==> config.mk <==
export PLATFORM = sky130hd
export DESIGN_NAME = cdc_rx
export DESIGN_NICKNAME = d
export VERILOG_FILES = /design/src/rtl/cdc_pkg.sv /design/src/rtl/cdc_sync.sv /design/src/rtl/cdc_rx.sv
export SDC_FILE = /design/constraint.sdc
export NUM_CORES = 1
export LEC_CHECK = 0
export CORE_ASPECT_RATIO = 2
export CORE_MARGIN = 3
export CORE_UTILIZATION = 38
export DETAILED_ROUTE_END_ITERATION = 10
export PLACE_DENSITY = 0.78
export SLEW_MARGIN = 10
export SYNTH_ARGS = -nofsm -noshare
export SYNTH_HDL_FRONTEND = slang
export SYNTH_SLANG_ARGS = --single-unit
==> constraint.sdc <==
create_clock -name clk -period 1.8 [get_ports clk]
set_input_delay 0.54 -clock clk [delete_from_list [all_inputs] [get_ports clk]]
set_output_delay 0.54 -clock clk [all_outputs]
set_load 0.03 [all_outputs]
==> src/rtl/cdc_pkg.sv <==
// cdc_pkg: shared types and constants for the cdc_tx/cdc_rx clock-domain crossing pair
package cdc_pkg;
  typedef enum logic {RX_IDLE, RX_ACK} cdc_rx_state_e;
  localparam int CDC_SYNC_DP_DEFAULT = 2;
  localparam int CDC_SYNC_DP_MIN     = 2;
endpackage

==> src/rtl/cdc_sync.sv <==
// cdc_sync: SYNC_DP-deep single-bit synchronizer, async active-low reset, no logic between stages
module cdc_sync
  import cdc_pkg::*;
#(
  parameter int SYNC_DP = CDC_SYNC_DP_DEFAULT
) (
  input  logic clk,
  input  logic rst_n,
  input  logic d_i,
  output logic q_o
);
  logic [SYNC_DP-1:0] sync_q;
  if (SYNC_DP < CDC_SYNC_DP_MIN) begin : g_bad_depth
    $error("cdc_sync: SYNC_DP below minimum synchronizer depth");
  end
  // shift the asynchronous input through the flop chain
  always_ff @(posedge clk or negedge rst_n) begin
    if (!rst_n) sync_q <= '0;
    else        sync_q <= {sync_q[SYNC_DP-2:0], d_i};
  end
  assign q_o = sync_q[SYNC_DP-1];
endmodule

==> src/rtl/cdc_rx.sv <==
// cdc_rx: 4-phase request/ack receiver re-issuing words on a valid/ready port.
// Optional CDC_RX_SKID_EN turns the single output register into a 2-entry in-order FIFO.
module cdc_rx
  import cdc_pkg::*;
#(
  parameter int DW      = 32,
  parameter int SYNC_DP = CDC_SYNC_DP_DEFAULT
) (
  input  logic          clk,
  input  logic          rst_n,
  input  logic          i_vld,
  output logic          i_rdy,
  input  logic [DW-1:0] i_dat,
  output logic          o_vld,
  input  logic          o_rdy,
  output logic [DW-1:0] o_dat
);
  cdc_rx_state_e state_q, state_d;
  logic vld_sync, buf_free, capture;

  cdc_sync #(.SYNC_DP(SYNC_DP)) u_sync (
    .clk   (clk),
    .rst_n (rst_n),
    .d_i   (i_vld),
    .q_o   (vld_sync)
  );

  // i_dat is stable while vld_sync is high, so it is captured without synchronization
  assign capture = (state_q == RX_IDLE) & vld_sync & buf_free;
  assign i_rdy   = (state_q == RX_ACK);

  // advance to RX_ACK on capture, back to RX_IDLE once the request drops
  always_comb begin
    state_d = state_q;
    if (state_q == RX_IDLE) state_d = capture ? RX_ACK : RX_IDLE;
    else                    state_d = vld_sync ? RX_ACK : RX_IDLE;
  end

  // state register; its output is the glitch-free acknowledge
  always_ff @(posedge clk or negedge rst_n) begin
    if (!rst_n) state_q <= RX_IDLE;
    else        state_q <= state_d;
  end

`ifdef CDC_RX_SKID_EN
  logic [1:0]    cnt_q, cnt_d;
  logic [DW-1:0] e0_q, e0_d, e1_q, e1_d;
  logic          pop;

  assign pop      = (cnt_q != 2'd0) & o_rdy;
  assign buf_free = (cnt_q != 2'd2) | pop;
  assign o_vld    = (cnt_q != 2'd0);
  assign o_dat    = e0_q;

  // e0 is the head; a pop shifts e1 forward, a push fills the first free slot
  always_comb begin
    cnt_d = cnt_q + 2'(capture) - 2'(pop);
    e0_d  = (pop & (cnt_q == 2'd2)) ? e1_q :
            (capture & ((cnt_q == 2'd0) | (pop & (cnt_q == 2'd1)))) ? i_dat : e0_q;
    e1_d  = (capture & (((cnt_q == 2'd1) & ~pop) | ((cnt_q == 2'd2) & pop))) ? i_dat : e1_q;
  end

  // FIFO storage and occupancy
  always_ff @(posedge clk or negedge rst_n) begin
    if (!rst_n) begin
      cnt_q <= '0;
      e0_q  <= '0;
      e1_q  <= '0;
    end else begin
      cnt_q <= cnt_d;
      e0_q  <= e0_d;
      e1_q  <= e1_d;
    end
  end
`else
  logic          o_vld_q, o_vld_d;
  logic [DW-1:0] o_dat_q, o_dat_d;

  assign buf_free = ~o_vld_q | o_rdy;
  assign o_vld    = o_vld_q;
  assign o_dat    = o_dat_q;

  // capture wins over drain so a same-cycle refill keeps o_vld high
  always_comb begin
    o_vld_d = capture | (o_vld_q & ~o_rdy);
    o_dat_d = capture ? i_dat : o_dat_q;
  end

  // single-entry output register
  always_ff @(posedge clk or negedge rst_n) begin
    if (!rst_n) begin
      o_vld_q <= 1'b0;
      o_dat_q <= '0;
    end else begin
      o_vld_q <= o_vld_d;
      o_dat_q <= o_dat_d;
    end
  end
`endif
endmodule

==> Word level (Yosys, flattened, before mapping) <==
Cells that the tools add are included.
{ "classes": {"n_bitwise": 8, "mux": 3} }
{ "op_table": {"columns": ["operator", "count"], "rows": [
  ["$and A1 B1 Y1", 3],
  ["$mux W1", 3],
  ["$not A1 Y1", 3],
  ["$or A1 B1 Y1", 2]
]} }
{ "totals": {"out_inout_bits": 34, "regBits": 36, "in_bits": 36, "elab_cells": 15} }

==> Longest topological paths before layout <==
{ "logic_depth": {"word_depth": 5, "depth_mapped": 4, "ltp_nobuf": 3} }

==> Hierarchy <==
From an unflattened synthesis, not the netlist that was laid out.
{ "unflattened": {"cells_unflattened": 77, "area_unflattened_um2": 1338.8} }
{ "modules_own_cells": {"columns": ["module", "seq_area_each_um2", "area_each_um2", "cells_per_inst", "instances"], "rows": [
  ["cdc_rx", 850.8, 1288.7, 75, 1],
  ["cdc_sync", 50.0, 50.0, 2, 1]
]} }

==> Worst setup path before layout <==
OpenSTA, ideal clock, no wires.
{ "synth_timing": {"path_type": "in2reg", "from": "input port o_rdy", "to": "register o_dat_q[0], in the netlist o_dat[0]", "arrival_ns": 1.447, "setup_ns": 0.125, "t_required_ns": 1.675, "n_path_buf": 1, "path_slack_ns": 0.228, "stages": 4, "path_cell_list": "nand2b_2 > nor3b_4 > buf_6 > mux2_2"} }
{ "synth_between": {"elab_chain_len": 2} }
{ "synth_rtl": {"columns": ["item", "line_no", "rtl"], "rows": [
  ["from (decl)", "cdc_rx.sv:15", "input logic o_rdy,"],
  ["$or A1 B1 Y1", "cdc_rx.sv:79", "assign buf_free = ~o_vld_q | o_rdy;"],
  ["$and A1 B1 Y1", "cdc_rx.sv:29", "assign capture = (state_q == RX_IDLE) & vld_sync & buf_free;"],
  ["to (signal assigned)", "cdc_rx.sv:96", "o_dat_q <= o_dat_d;"],
  ["to (decl)", "cdc_rx.sv:77", "logic [DW-1:0] o_dat_q, o_dat_d;"]
]} }
No other way between the ends.
A chain may end at the register's enable or synchronous reset.

==> Worst setup path after layout <==
{ "layout_timing": {"from": "register state_q, in the netlist i_rdy", "to": "output port i_rdy"} }
{ "layout_lines": {"columns": ["item", "line_no", "rtl"], "rows": [
  ["from (decl)", "cdc_rx.sv:18", "cdc_rx_state_e state_q, state_d;"],
  ["from (signal assigned)", "cdc_rx.sv:42", "else state_q <= state_d;"],
  ["to (decl)", "cdc_rx.sv:12", "output logic i_rdy,"]
]} }
No word-level cell between the ends.

==> results.sh <==
export IMPL_avgSynthCellArea_um2=17.39
export IMPL_num_vias=952
export IMPL_cp_buffers_inverters=1
export IMPL_clk_latency_ns=0.27
export IMPL_syn_to_final_growth_pct=69.44
export IMPL_pre_cts_ws_ns=-0.2539
export IMPL_drcViolationCount=0
export IMPL_postLayoutSetupSlackWorst_ns=0.1381
export IMPL_start_util_pct=41.00
export IMPL_path_cells="dlygate4sd2_1"
export IMPL_clock_sinks=36
export IMPL_whs_ns=0.3407
export IMPL_cap_violations=0
export IMPL_synth_xor_area_share_pct=0
export IMPL_nNetsFinal=192
export IMPL_setup_viol=0
export IMPL_end_kind="output port"
export IMPL_synth_area_leaders="dfrtp_1, mux2_2, buf_6"
export IMPL_grt_max_degree=37
export IMPL_tightest_slew_ns=0.7844
export IMPL_io_pins=70
export IMPL_clk_pin_slew_ns=0.06
export IMPL_portBuffers=69
export IMPL_hold_viol_final=0
export IMPL_p_total_uw=2495
export IMPL_drt_pass1_iterations=4
export IMPL_grt_usage_pct=14.96
export IMPL_cts_made_buffers=5
export IMPL_crit_fanout=4
export IMPL_slowest_delay_ns=0.43
export IMPL_slew_headroom_pct=47.71
export IMPL_clock_tree_buffer_depth=2
export IMPL_fin_skew_ns=0.002357
export IMPL_synth_largest_area_cell="dfrtp_1"
export IMPL_hp_class="primary input to asynchronous set/reset pin"
export IMPL_ir_worst_vdd_mv=0.7500
export IMPL_gr_total_overflow=0
export IMPL_critPathTopFamily="flip-flops"
export IMPL_rsz0062_at_grt="false"
export IMPL_antenna_left=0
export IMPL_drive_above_1_share_pct=29.94
export IMPL_crit_type="register to output port"
export IMPL_cts_htree_levels=2
export IMPL_design_core_area_um2=3266
export IMPL_drt_initial_drc_count=11
export IMPL_start_kind="register"
export IMPL_die_area_um2=4314
export IMPL_row_count=29
export IMPL_antenna_found_initial=0
export IMPL_synth_top_area_share_pct=67.29
export IMPL_root_buffer="clkbuf_8"
export IMPL_syn_nets=113
export IMPL_synthMuxAreaShare_pct=26.92
export IMPL_reg2reg_depth=5
export IMPL_required_ns=1.26
export IMPL_synth_adder_area_share_pct=0
export IMPL_period_share_pct=92.33
export IMPL_cp_num_cells=1
export IMPL_post_route_min_period_ns=1.662
export IMPL_yosysUniqueCellTypes=8
export IMPL_synth_seq_area_share_pct=67.29
export IMPL_synth_area_um2=1339
export IMPL_ys_warn_count=0
export IMPL_arrival_ns=1.12
export IMPL_maxSlewViolCount=0
export IMPL_ctsHoldBuffers=0
export IMPL_wirelength_um=3310
export IMPL_cpMaxStageDelayCell="dfrtp_1"
export IMPL_fmax_ghz=0.6017
export IMPL_synthCells=77
export IMPL_floorplan_die_width_um=47.97
export IMPL_antenna_cells=0
export IMPL_gp_congestion=0.6156
export IMPL_powerDensity_nw_per_um2=1100
export IMPL_grt_pass1_vias=1014
export IMPL_wl_per_cell_um=17.61
export IMPL_synth_compound_area_share_pct=0.3738
export IMPL_cts_tree="built"
export IMPL_outcome="finished, final reports clean"
export IMPL_vias_per_cell=5.064
export IMPL_synth_top_family_by_area="multiplexers"
export IMPL_synth_ff_latch_count=36
export IMPL_die_y_um=89.94
export IMPL_grt_pass1_wl_um=4574
export IMPL_p_leak_uw=0.001052
export IMPL_synthSimpleGateAreaFrac_pct=2.617
export IMPL_place_hpwl_um=2289
==> registers in the layout, summed over array words and instances (netlist names) <==
name,flops
o_dat,32
u_sync.sync_q,2
i_rdy,1
o_vld,1
==> cell usage after synthesis <==
master / n
nand2b_2: 1
o21ai_0: 1
inv_1: 1
nor3b_4: 1
buf_6: 3
nor2_1: 2
mux2_2: 32
dfrtp_1: 36
==> kinds of logic (layout without fill, tap and decap cells) <==
group,Yosys count,count (layout)
flip-flops,36,36
AND/OR/NAND/NOR,4,4
buffers and inverters,4,84
multiplexers,32,32
AO/OA/AOI/OAI,1,1
==> metrics by stage <==
stage / setup TNS, ns / instance area [µm²] / utilization (%) / cells
CTS: 0 / 2105 / 64.44 / 184
floorplan: 0 / 1339 / - / 77
finish: 0 / 2268 / 69.46 / 188
global placement: -7.304 / 2057 / 62.99 / 176
global route: 0 / 2268 / 69.46 / 188
detailed placement: -7.721 / 2057 / 62.99 / 176
==> area by class of cell <==
class,count,area (µm²)
Clock buffer,8,90.09
Inverter,1,3.754
Multi-Input combinational cell,37,469.2
Timing Repair Buffer,75,765.7
Fill cell,250,997.2
Sequential cell,36,900.9
Tap cell,31,38.79
==> final timing paths <==
kind	from	endpoint	slack [ns]
setup / recovery	i_rdy	i_rdy	0.14
setup reg to reg	o_vld	o_dat[5]	0.27
hold / removal	rst_n	o_vld	0.34
min in group clk	u_sync.sync_q[0]	u_sync.sync_q[1]	0.36
max in group asynchronous	rst_n	o_dat[23]	0.96
hold reg to reg	u_sync.sync_q[0]	u_sync.sync_q[1]	0.36
==> routing by layer <==
layer | GRT usage, % | up-vias | wire length [µm]
met5 | 0 | - | 0
met4 | 7.640 | 0 | 56
met3 | 5.000 | 6 | 205
met2 | 26.00 | 40 | 1951
met1 | 13.97 | 481 | 1097
li1 | - | 425 | -
==> layout by cell type (no fill, tap or decap) <==
| master | n |
|---|---|
| clkbuf_16 | 2 |
| nor3b_4 | 1 |
| nand2b_4 | 1 |
| clkbuf_8 | 6 |
| o21ai_0 | 1 |
| buf_2 | 1 |
| nor2_1 | 2 |
| mux2_4 | 17 |
| clkdlybuf4s50_1 | 33 |
| dfrtp_1 | 36 |
| dlymetal6s2s_1 | 1 |
| clkbuf_1 | 2 |
| dlygate4sd2_1 | 34 |
| mux2_2 | 15 |
| buf_8 | 2 |
| inv_1 | 1 |
| buf_12 | 2 |
==> power breakdown <==
group	total, µW	leakage [µW]	switching, µW	internal (µW)
clock	562	0.0000455	250	312
sequential	1040	0.000420	76.2	963
combinational	894	0.000586	483	411
total	2490	0.00105	809	1690
==> repair_timing <==
| item | CTS | global route |
|---|---|---|
| buffers inserted | 0 | 1 |
| cloned | 0 | 3 |
| endpoints found under the setup margin | 34 | 12 |
| resized for setup | 34 | 22 |
Note: power is estimated with default switching activity, not from simulation.
